[src/rtl/uart_pkg.sv]
// Shared UART constants and the transmit scheduler state encoding.
package uart_pkg;

  localparam int DBIT_DEF   = 8;
  localparam int OVERSAMPLE = 16;

  typedef enum logic [2:0] {
    IDLE      = 3'd0,
    POP       = 3'd1,
    START     = 3'd2,
    WAIT_DONE = 3'd3,
    GAP       = 3'd4,
    FLUSH     = 3'd5
  } tx_sched_state_t;

endpackage

[src/rtl/uart_tx_sched_gap_counter.sv]
// Tick-enabled up-counter with synchronous clear; flags the tick that completes LIMIT counts.
module gap_counter #(
  parameter int LIMIT = 16
) (
  input  logic clk,
  input  logic Reset,
  input  logic i_clr,
  input  logic i_tick,
  output logic o_tc
);

  localparam int W = (LIMIT > 1) ? $clog2(LIMIT) : 1;

  logic [W-1:0] r_cnt;

  always_ff @(posedge clk or posedge Reset) begin
    if (Reset)       r_cnt <= '0;
    else if (i_clr)  r_cnt <= '0;
    else if (i_tick) r_cnt <= r_cnt + W'(1);
  end

  assign o_tc = i_tick && (r_cnt == W'(LIMIT - 1));

endmodule

[src/rtl/uart_tx_sched.sv]
// Pops bytes from the TX FIFO and hands them to the UART transmitter, with an
// s_tick-timed idle gap after each frame and a drain-only flush mode.
module uart_tx_sched
  import uart_pkg::*;
#(
  parameter int DBIT      = DBIT_DEF,
  parameter int GAP_TICKS = OVERSAMPLE,
  parameter int CNT_W     = 16
) (
  input  logic             clk,
  input  logic             Reset,
  input  logic             i_en,
  input  logic             i_flush,
  input  logic             i_s_tick,
  input  logic             i_fifo_empty,
  input  logic [DBIT-1:0]  i_fifo_rdata,
  output logic             o_fifo_rd,
  output logic             o_tx_start,
  output logic [DBIT-1:0]  o_tx_data,
  input  logic             i_tx_done_tick,
  output logic             o_busy,
  output logic [CNT_W-1:0] o_frames_sent
);

  tx_sched_state_t r_state, w_state_nxt;
  logic [DBIT-1:0]  r_tx_data;
  logic [CNT_W-1:0] r_frames_sent;
  logic             w_load, w_done, w_gap_tc;

  // Counter needs a nonzero limit even when the gap is disabled; it is then never ticked.
  gap_counter #(.LIMIT((GAP_TICKS > 0) ? GAP_TICKS : 1)) u_gap (
    .clk    (clk),
    .Reset  (Reset),
    .i_clr  (w_done),
    .i_tick (i_s_tick && (r_state == GAP)),
    .o_tc   (w_gap_tc)
  );

  always_comb begin
    w_state_nxt = r_state;
    w_load      = 1'b0;
    w_done      = 1'b0;
    case (r_state)
      IDLE: begin
        if (i_flush && !i_fifo_empty) begin
          w_state_nxt = FLUSH;
        end else if (i_en && !i_fifo_empty) begin
          w_state_nxt = POP;
          w_load      = 1'b1;
        end
      end
      POP:   w_state_nxt = START;
      START: w_state_nxt = WAIT_DONE;
      WAIT_DONE: begin
        if (i_tx_done_tick) begin
          w_done      = 1'b1;
          w_state_nxt = (GAP_TICKS > 0) ? GAP : IDLE;
        end
      end
      GAP:     if (w_gap_tc) w_state_nxt = IDLE;
      FLUSH:   if (i_fifo_empty) w_state_nxt = IDLE;
      default: w_state_nxt = IDLE;
    endcase
  end

  always_ff @(posedge clk or posedge Reset) begin
    if (Reset) begin
      r_state       <= IDLE;
      r_tx_data     <= '0;
      r_frames_sent <= '0;
    end else begin
      r_state <= w_state_nxt;
      if (w_load) r_tx_data <= i_fifo_rdata;
      if (w_done) r_frames_sent <= r_frames_sent + CNT_W'(1);
    end
  end

  // Flush pops are gated by empty so the FIFO can never underflow.
  assign o_fifo_rd     = (r_state == POP) || ((r_state == FLUSH) && !i_fifo_empty);
  assign o_tx_start    = (r_state == START);
  assign o_busy        = (r_state != IDLE);
  assign o_tx_data     = r_tx_data;
  assign o_frames_sent = r_frames_sent;

endmodule
[config.mk]
export PLATFORM = sky130hd
export DESIGN_NAME = uart_tx_sched
export DESIGN_NICKNAME = d
export VERILOG_FILES = /design/src/rtl/uart_pkg.sv /design/src/rtl/uart_tx_sched_gap_counter.sv /design/src/rtl/uart_tx_sched.sv
export SDC_FILE = /design/constraint.sdc
export NUM_CORES = 1
export LEC_CHECK = 0
export CORE_AREA = 5 5 83 85
export CTS_BUF_LIST = sky130_fd_sc_hd__clkbuf_4
export DETAILED_ROUTE_END_ITERATION = 8
export DIE_AREA = 0 0 88 90
export SKIP_LAST_GASP = 1
export SLEW_MARGIN = 25
export SYNTH_ARGS = -nofsm -noshare
export SYNTH_HDL_FRONTEND = slang
export SYNTH_HIERARCHICAL = 1
export SYNTH_SLANG_ARGS = --single-unit
[constraint.sdc]
create_clock -name clk -period 3.24 [get_ports clk]
set_input_delay 0.324 -clock clk [delete_from_list [all_inputs] [get_ports clk]]
set_output_delay 0.324 -clock clk [all_outputs]
set_load 0.05 [all_outputs]
==> results of run 1 <==
==> power groups by stage <==
| stage | clock (mW) | sequential, mW | combinational (mW) |
|---|---|---|---|
| after floorplan | 0 | 0.826 | 0.345 |
| after global placement | 0 | 0.601 | 0.805 |
| after detailed placement | 0 | 0.603 | 0.809 |
| after CTS | 0.218 | 0.598 | 0.813 |
| after global routing | 0.241 | 0.618 | 0.852 |
| final | 0.204 | 0.594 | 0.801 |
==> registers in the layout, indices dropped and copies added, names as in the netlist <==
signal,flops
o_frames_sent,16
o_tx_data,8
u_gap/r_cnt,4
r_state,3
==> worst reg2reg max path, delay by kind of cell, from the launching register on <==
| family | cells | cell delay [ns] |
|---|---|---|
| AND/OR/NAND/NOR | 2 | 1.07 |
| multiplexers | 1 | 0.34 |
| flip-flops | 1 | 0.50 |
==> kinds of logic after synthesis <==
family / count (synthesis) / synth area share (%)
and+or+nand+nor: 49 / 20.9
DFF: 31 / 51.5
xor gates and xnor gates: 16 / 9.29
muxes: 11 / 10.3
buffers and inverters: 10 / 3.98
AOI/OAI and AO/OA: 6 / 2.41
adders and majority gates: 2 / 1.66
==> path summary, 6_finish.rpt <==
check / start / endpoint / slack, ns / cells past startpoint
setup / recovery: r_state[0] / o_fifo_rd / 0.87 / 3
hold / removal: Reset / u_gap/r_cnt[0] / 0.22 / 2
setup reg to reg: r_state[2] / o_tx_data[6] / 1.22 / 3
hold reg to reg: o_frames_sent[15] / o_frames_sent[15] / 0.49 / 1
max in group asynchronous: Reset / o_tx_data[3] / 2.49 / 2
min in group clk: o_frames_sent[15] / o_frames_sent[15] / 0.49 / 1
==> through the flow <==
stage	cells	setup slack (ns)
after floorplan	125	1.19
after global placement	238	1.10
after detailed placement	238	1.08
after CTS	245	0.845
after global routing	245	0.745
final	245	0.871
==> final cells by class <==
type,count,area [sq um]
well taps,77,96.3
flip-flops and latches,31,776
clock buffers,5,37.5
multi-input cells,84,672
fillers,631,4110
clock inverters,2,8.76
inverters,5,18.8
repair buffers,41,410
==> synth_stat cells, types with 3 or more instances <==
| library cell | number |
|---|---|
| nand4_1 | 5 |
| buf_6 | 3 |
| xnor2_1 | 15 |
| nand2_1 | 8 |
| a21oi_1 | 3 |
| inv_1 | 5 |
| and3_1 | 3 |
| mux2_4 | 9 |
| nand3_1 | 6 |
| nor2_1 | 8 |
| dfrtp_1 | 31 |
==> layer usage <==
metal | track usage, % | vias up
met5 | 0 | -
met4 | 4.99 | 0
met3 | 3.02 | 8
met2 | 13.6 | 32
met1 | 10.7 | 497
li1 | - | 518
==> summary.md, run 1 <==
| Metric | Value |
|---|---|
| Vias in the first global route | `1117` |
| Post-Syn Instances | `125` |
| Post-synth EDFFs | `0` |
| Gpl congestion | `0.692` |
| Worst VDD drop | `0.000411 V` |
| Yosys cell types | `33` |
| Largest net degree at the start of global routing | `28` |
| Clk sinks | `31` |
| Crit path buf inv count | `1` |
| Yosys reg bits | `31` |
| Number of max-cap violations | `0` |
| Layout cells sized above 1 | `roughly an eighth` |
| Mapped Avg Cell Area | `around 12 sq um` |
| Net switching power | `0.716 mW` |
| Commonest non-fill, non-tap cell in the layout | `clkdlybuf4s50_1` |
| Die area | `0.00792 sq mm` |
| Fmax | `422 MHz` |
| Outcome | `finished, final reports clean` |
| Post-layout util | `32.9%` |
| Leakage power | `roughly 0.9 nW` |
| Final min period | `between 2 and 2.5 ns` |
| CTS tree | `built` |
| Starting Density | `between 20 and 25%` |
| GRT overflow | `0` |
| Worst min path class | `input port to async pin` |
| Die height | `approximately 90 um` |
| Final instance area | `a little over 0.002 sq mm` |
| Combinational power share | `between 50% and 60%` |
| Final hold slack | `about 0.22 ns` |
| Max FO, Critical Path | `10` |
| Clk buf depth | `2` |
| Root Buffer | `clkbuf_4` |
| Slew Limit Fails | `0` |
| DR vias | `1055` |
| IO Count | `42` |
| Flop pwr share | `between 30% and 40%` |
| Total nets after synthesis | `about 140` |
| Met2 routed WL | `~1400 um` |
| Initial antenna violation count | `0` |
| Port Buffer Count | `41` |
| ANT nets after route | `0` |
| Slowest stage delay, CP | `between 0.8 and 0.9 ns` |
| CTS clock-pin slew for the worst setup and hold paths | `0.08 ns` |
| Metal1 wirelength | `about 1500 um` |
| Final setup viols | `0` |
| CP startpoint kind | `register` |
| Clk_skew | `~0.013 ns` |
| Post-CTS Setup Repair Bufs | `0` |
| Cell internal pwr | `0.884 mW` |
| Post-CTS resize count | `0` |
| Post-synth ARST share | `100%` |
| Cts hold-fix bufs | `0` |
| Core area | `0.00613 sq mm` |
| CTS Buf Count | `5` |
| Commonest cells after routing, fill and taps aside | `clkdlybuf4s50_1 (41), dfrtp_1 (31), xnor2_1 (15)` |
| Drt first pass iters | `2` |
| Worst Path Class, Setup | `register to output pin` |
| Post-Route Setup TNS | `0 ns` |
| # diodes | `0` |
| Synth Warn # | `6` |
| Nets | `between 150 and 200` |
| Clk_lat worst skew | `between 0.3 and 0.4 ns` |
| Drt total wl | `roughly 3200 um` |
| Fin crit share | `73.1%` |
| Synthesized cell area | `0.00151 sq mm` |
| First-pass GRT wire length | `around 5500 um` |
| Critical path endpoint category | `output pin` |
| RSZ-0062 raised after global routing | `no` |
| Drt initial violations | `53` |
| Seq/Total Area, Yosys | `between 50% and 60%` |
| Top post-synthesis cells by area | `dfrtp_1 (51%), mux2_4 (9.0%), xnor2_1 (8.7%)` |
| Worst path cell trace | `or2b_1 > a21oi_1 > clkdlybuf4s50_1` |
| Tot Pwr | `1.60 mW` |
| Top sig layer | `met4` |
| Met3 wire length | `roughly 260 um` |
| Clock power frac | `~13%` |
| CTS HTree Levels | `2` |
| Switching part of the total | `between 40 and 50%` |
| Critical path data arrival time | `about 2 ns` |
| Placed instance area | `about 0.0020 sq mm` |
| Pwr Density | `slightly below 800 mW/mm^2` |
| Post-detailed-placement half-perimeter wirelength | `2360 um` |
| # DRC | `0` |
| Slowest CP cell | `clkdlybuf4s50_1` |
| Die width | `88 um` |
| Global Route Usage Sum | `between 8 and 9%` |
| Slew HR | `62.9%` |
| Synth area leader | `dfrtp_1` |
| Site Rows | `29` |
| Area Overhead vs Synth | `33.9%` |
| Critical Path RT | `around 3 ns` |
| Synth Flop Type | `dfrtp_1` |
| Post-synth top area share | `about half` |
| Tightest Pin Transition | `about 0.56 ns` |
| Mean routed wirelength per cell | `approximately 13 um` |
| Crit-path leading delay family | `buffers and inverters` |
| Vias per cell | `about 4.3` |
| Hold Fails Final Rpt | `0` |
No activity file was read; power rests on OpenSTA's default activity.
==> run 2: changes to the inputs <==
==> constraint.sdc (replaced) <==
create_clock -name clk -period 2.4 [get_ports clk]
set_input_delay 0.24 -clock clk [delete_from_list [all_inputs] [get_ports clk]]
set_output_delay 0.24 -clock clk [all_outputs]
set_load 0.05 [all_outputs]
==> run 2 against run 1 <==
Compared with the run above:
- cell count grew 0.82%
- setup slack got worse by 0.69 ns
- sequential share of layout area shrank 0.21 points
- via count grew 0.76%
- core utilization is 0.18 points higher
- wire length fell by 1.1%
- combinational power grew 35%
- first-iteration DRC count is 38% lower
- sequential power up 37%
- hold slack got worse by 0.11 ns
- register-to-register slack got worse by 0.84 ns
==> summary.md, run 2 (synthesis results as in run 1) <==
| Metric | Value |
|---|---|
| Number of max-cap violations | `0` |
| Placed cell count | `about 240` |
| Final min period | `2.22 ns` |
| Fin crit share | `a little over 90%` |
| Cell internal pwr | `1.21 mW` |
| # DRC | `0` |
| Site Rows | `29` |
| Initial antenna violation count | `0` |
| Final setup viols | `0` |
| Vias in the first global route | `1106` |
| Slew HR | `65.6%` |
| Leakage power | `between 0.8 and 0.9 nW` |
| Layout cells sized above 1 | `12.9%` |
| Flop pwr share | `between 30% and 40%` |
| First-pass GRT wire length | `about 5400 um` |
| Drt initial violations | `33` |
| CP startpoint kind | `register` |
| Hold Fails Final Rpt | `0` |
| Sequential cell area | `roughly 780 sq um` |
| Switching part of the total | `44.6%` |
| CTS clock-pin slew for the worst setup and hold paths | `0.09 ns` |
| Clk sinks | `31` |
| Slew Limit Fails | `0` |
| Post-CTS Setup Repair Bufs | `0` |
| Post-CTS resize count | `0` |
| ANT nets after route | `0` |
| Clock power frac | `13.3%` |
| Starting Density | `~25%` |
| Drt first pass iters | `4` |
| Net switching power | `0.973 mW` |
| Fmax | `451 MHz` |
| Worst VDD drop | `around 0.00055 V` |
| Gpl congestion | `about 0.67` |
| Cts hold-fix bufs | `0` |
| Die height | `about 90 um` |
| Vias per cell | `approximately 4.3` |
| # diodes | `0` |
| Critical Path RT | `between 2 and 2.5 ns` |
| Tightest Pin Transition | `just over 0.5 ns` |
| Commonest non-fill, non-tap cell in the layout | `clkdlybuf4s50_1` |
| Pwr Density | `1070 mW/mm^2` |
| Max FO, Critical Path | `11` |
| Area Overhead vs Synth | `34.7%` |
| Core area | `between 0.006 and 0.007 sq mm` |
| Die area | `approximately 0.0079 sq mm` |
| Worst Path Class, Setup | `register to output pin` |
| Die width | `88 um` |
| CTS HTree Levels | `2` |
| Worst min path class | `input port to async pin` |
| Clk_skew | `between 0.009 and 0.01 ns` |
| Largest net degree at the start of global routing | `28` |
| Nets | `186` |
| Commonest cells after routing, fill and taps aside | `clkdlybuf4s50_1 (40), dfrtp_1 (31), xnor2_1 (15)` |
| Finished Layout Cells | `between 200 and 250` |
| RSZ-0062 raised after global routing | `no` |
| Combinational power share | `around half` |
| Port Buffer Count | `about 40` |
| Critical path data arrival time | `between 1.5 and 2 ns` |
| CTS tree | `built` |
| Post-layout util | `between 30% and 40%` |
| Post-detailed-placement half-perimeter wirelength | `roughly 2300 um` |
| Root Buffer | `clkbuf_4` |
| Max reg flops | `16` |
| Layout fillers | `622` |
| Drt total wl | `between 3000 and 4000 um` |
| Clk_lat worst skew | `between 0.3 and 0.4 ns` |
| Critical path endpoint category | `output pin` |
| Global Route Usage Sum | `between 8 and 9%` |
| Outcome | `finished, final reports clean` |
| Mean routed wirelength per cell | `12.9 um` |
| DR vias | `roughly 1100` |
| Area of the multi-input gates | `between 600 and 700 sq um` |
| IO Count | `42` |
| Clk buf depth | `2` |
| Post-Route Setup TNS | `0 ns` |
| GRT overflow | `0` |
| CTS Buf Count | `5` |
[run 2: changes by cell type in the layout (fill, tap and decap cells not counted), sizes merged]
cell	delta
clkbuf	+1
clkdlybuf4s50	-1
buf	+2
[run 2: path summary, 6_finish.rpt]
kind | from | endpoint | slack (ns) | cells after the start
worst max-delay path | r_state[2] | o_busy | 0.18 | 2
worst min-delay path | Reset | u_gap/r_cnt[1] | 0.12 | 2
max in group asynchronous | Reset | r_state[2] | 1.85 | 3
min in group clk | o_frames_sent[15] | o_frames_sent[15] | 0.48 | 1
worst min register to register | o_frames_sent[15] | o_frames_sent[15] | 0.48 | 1
worst max register to register | r_state[2] | o_tx_data[6] | 0.38 | 3
[run 2: layout make-up]
cell class	instances	area share (%)
repair buffers	42	20.5
multi-input cells	84	33.1
flip-flops and latches	31	38.2
well taps	77	4.74
inverters	5	0.924
clock buffers	6	2.22
clock inverters	2	0.370
[run 2: routing by layer]
metal | up-vias | global-route usage (%) | part of all wire (%)
met5 | - | 0 | 0
met2 | 34 | 12.6 | 43
met3 | 5 | 3.29 | 8.9
met1 | 503 | 11.1 | 46
met4 | 0 | 5.37 | 2.0
li1 | 521 | - | -
[run 2: per-stage QoR]
stage,worst slack [ns],hold slack (ns),total power [mW],area (sq um)
finish,0.182,0.115,2.18,2030
CTS,0.152,0.105,2.22,2030
detailed placement,0.359,0.468,1.90,1980
global placement,0.414,0.464,1.90,1980
floorplan,0.392,0.00608,1.58,1510
global route,0.103,0.108,2.32,2030
[run 2: worst max-delay path, stage by stage (launching register included)]
cell             delay, ns
dfrtp_1               0.50
or3_4                 0.44
clkdlybuf4s50_1       0.71
[run 2: power by group through the flow]
stage | registers (mW) | logic [mW] | clock network (mW)
2_1_floorplan | 1.12 | 0.465 | 0
3_3_place_gp | 0.818 | 1.08 | 0
3_5_place_dp | 0.819 | 1.09 | 0
4_1_cts | 0.813 | 1.09 | 0.312
5_1_grt | 0.840 | 1.14 | 0.336
6_report | 0.812 | 1.08 | 0.291
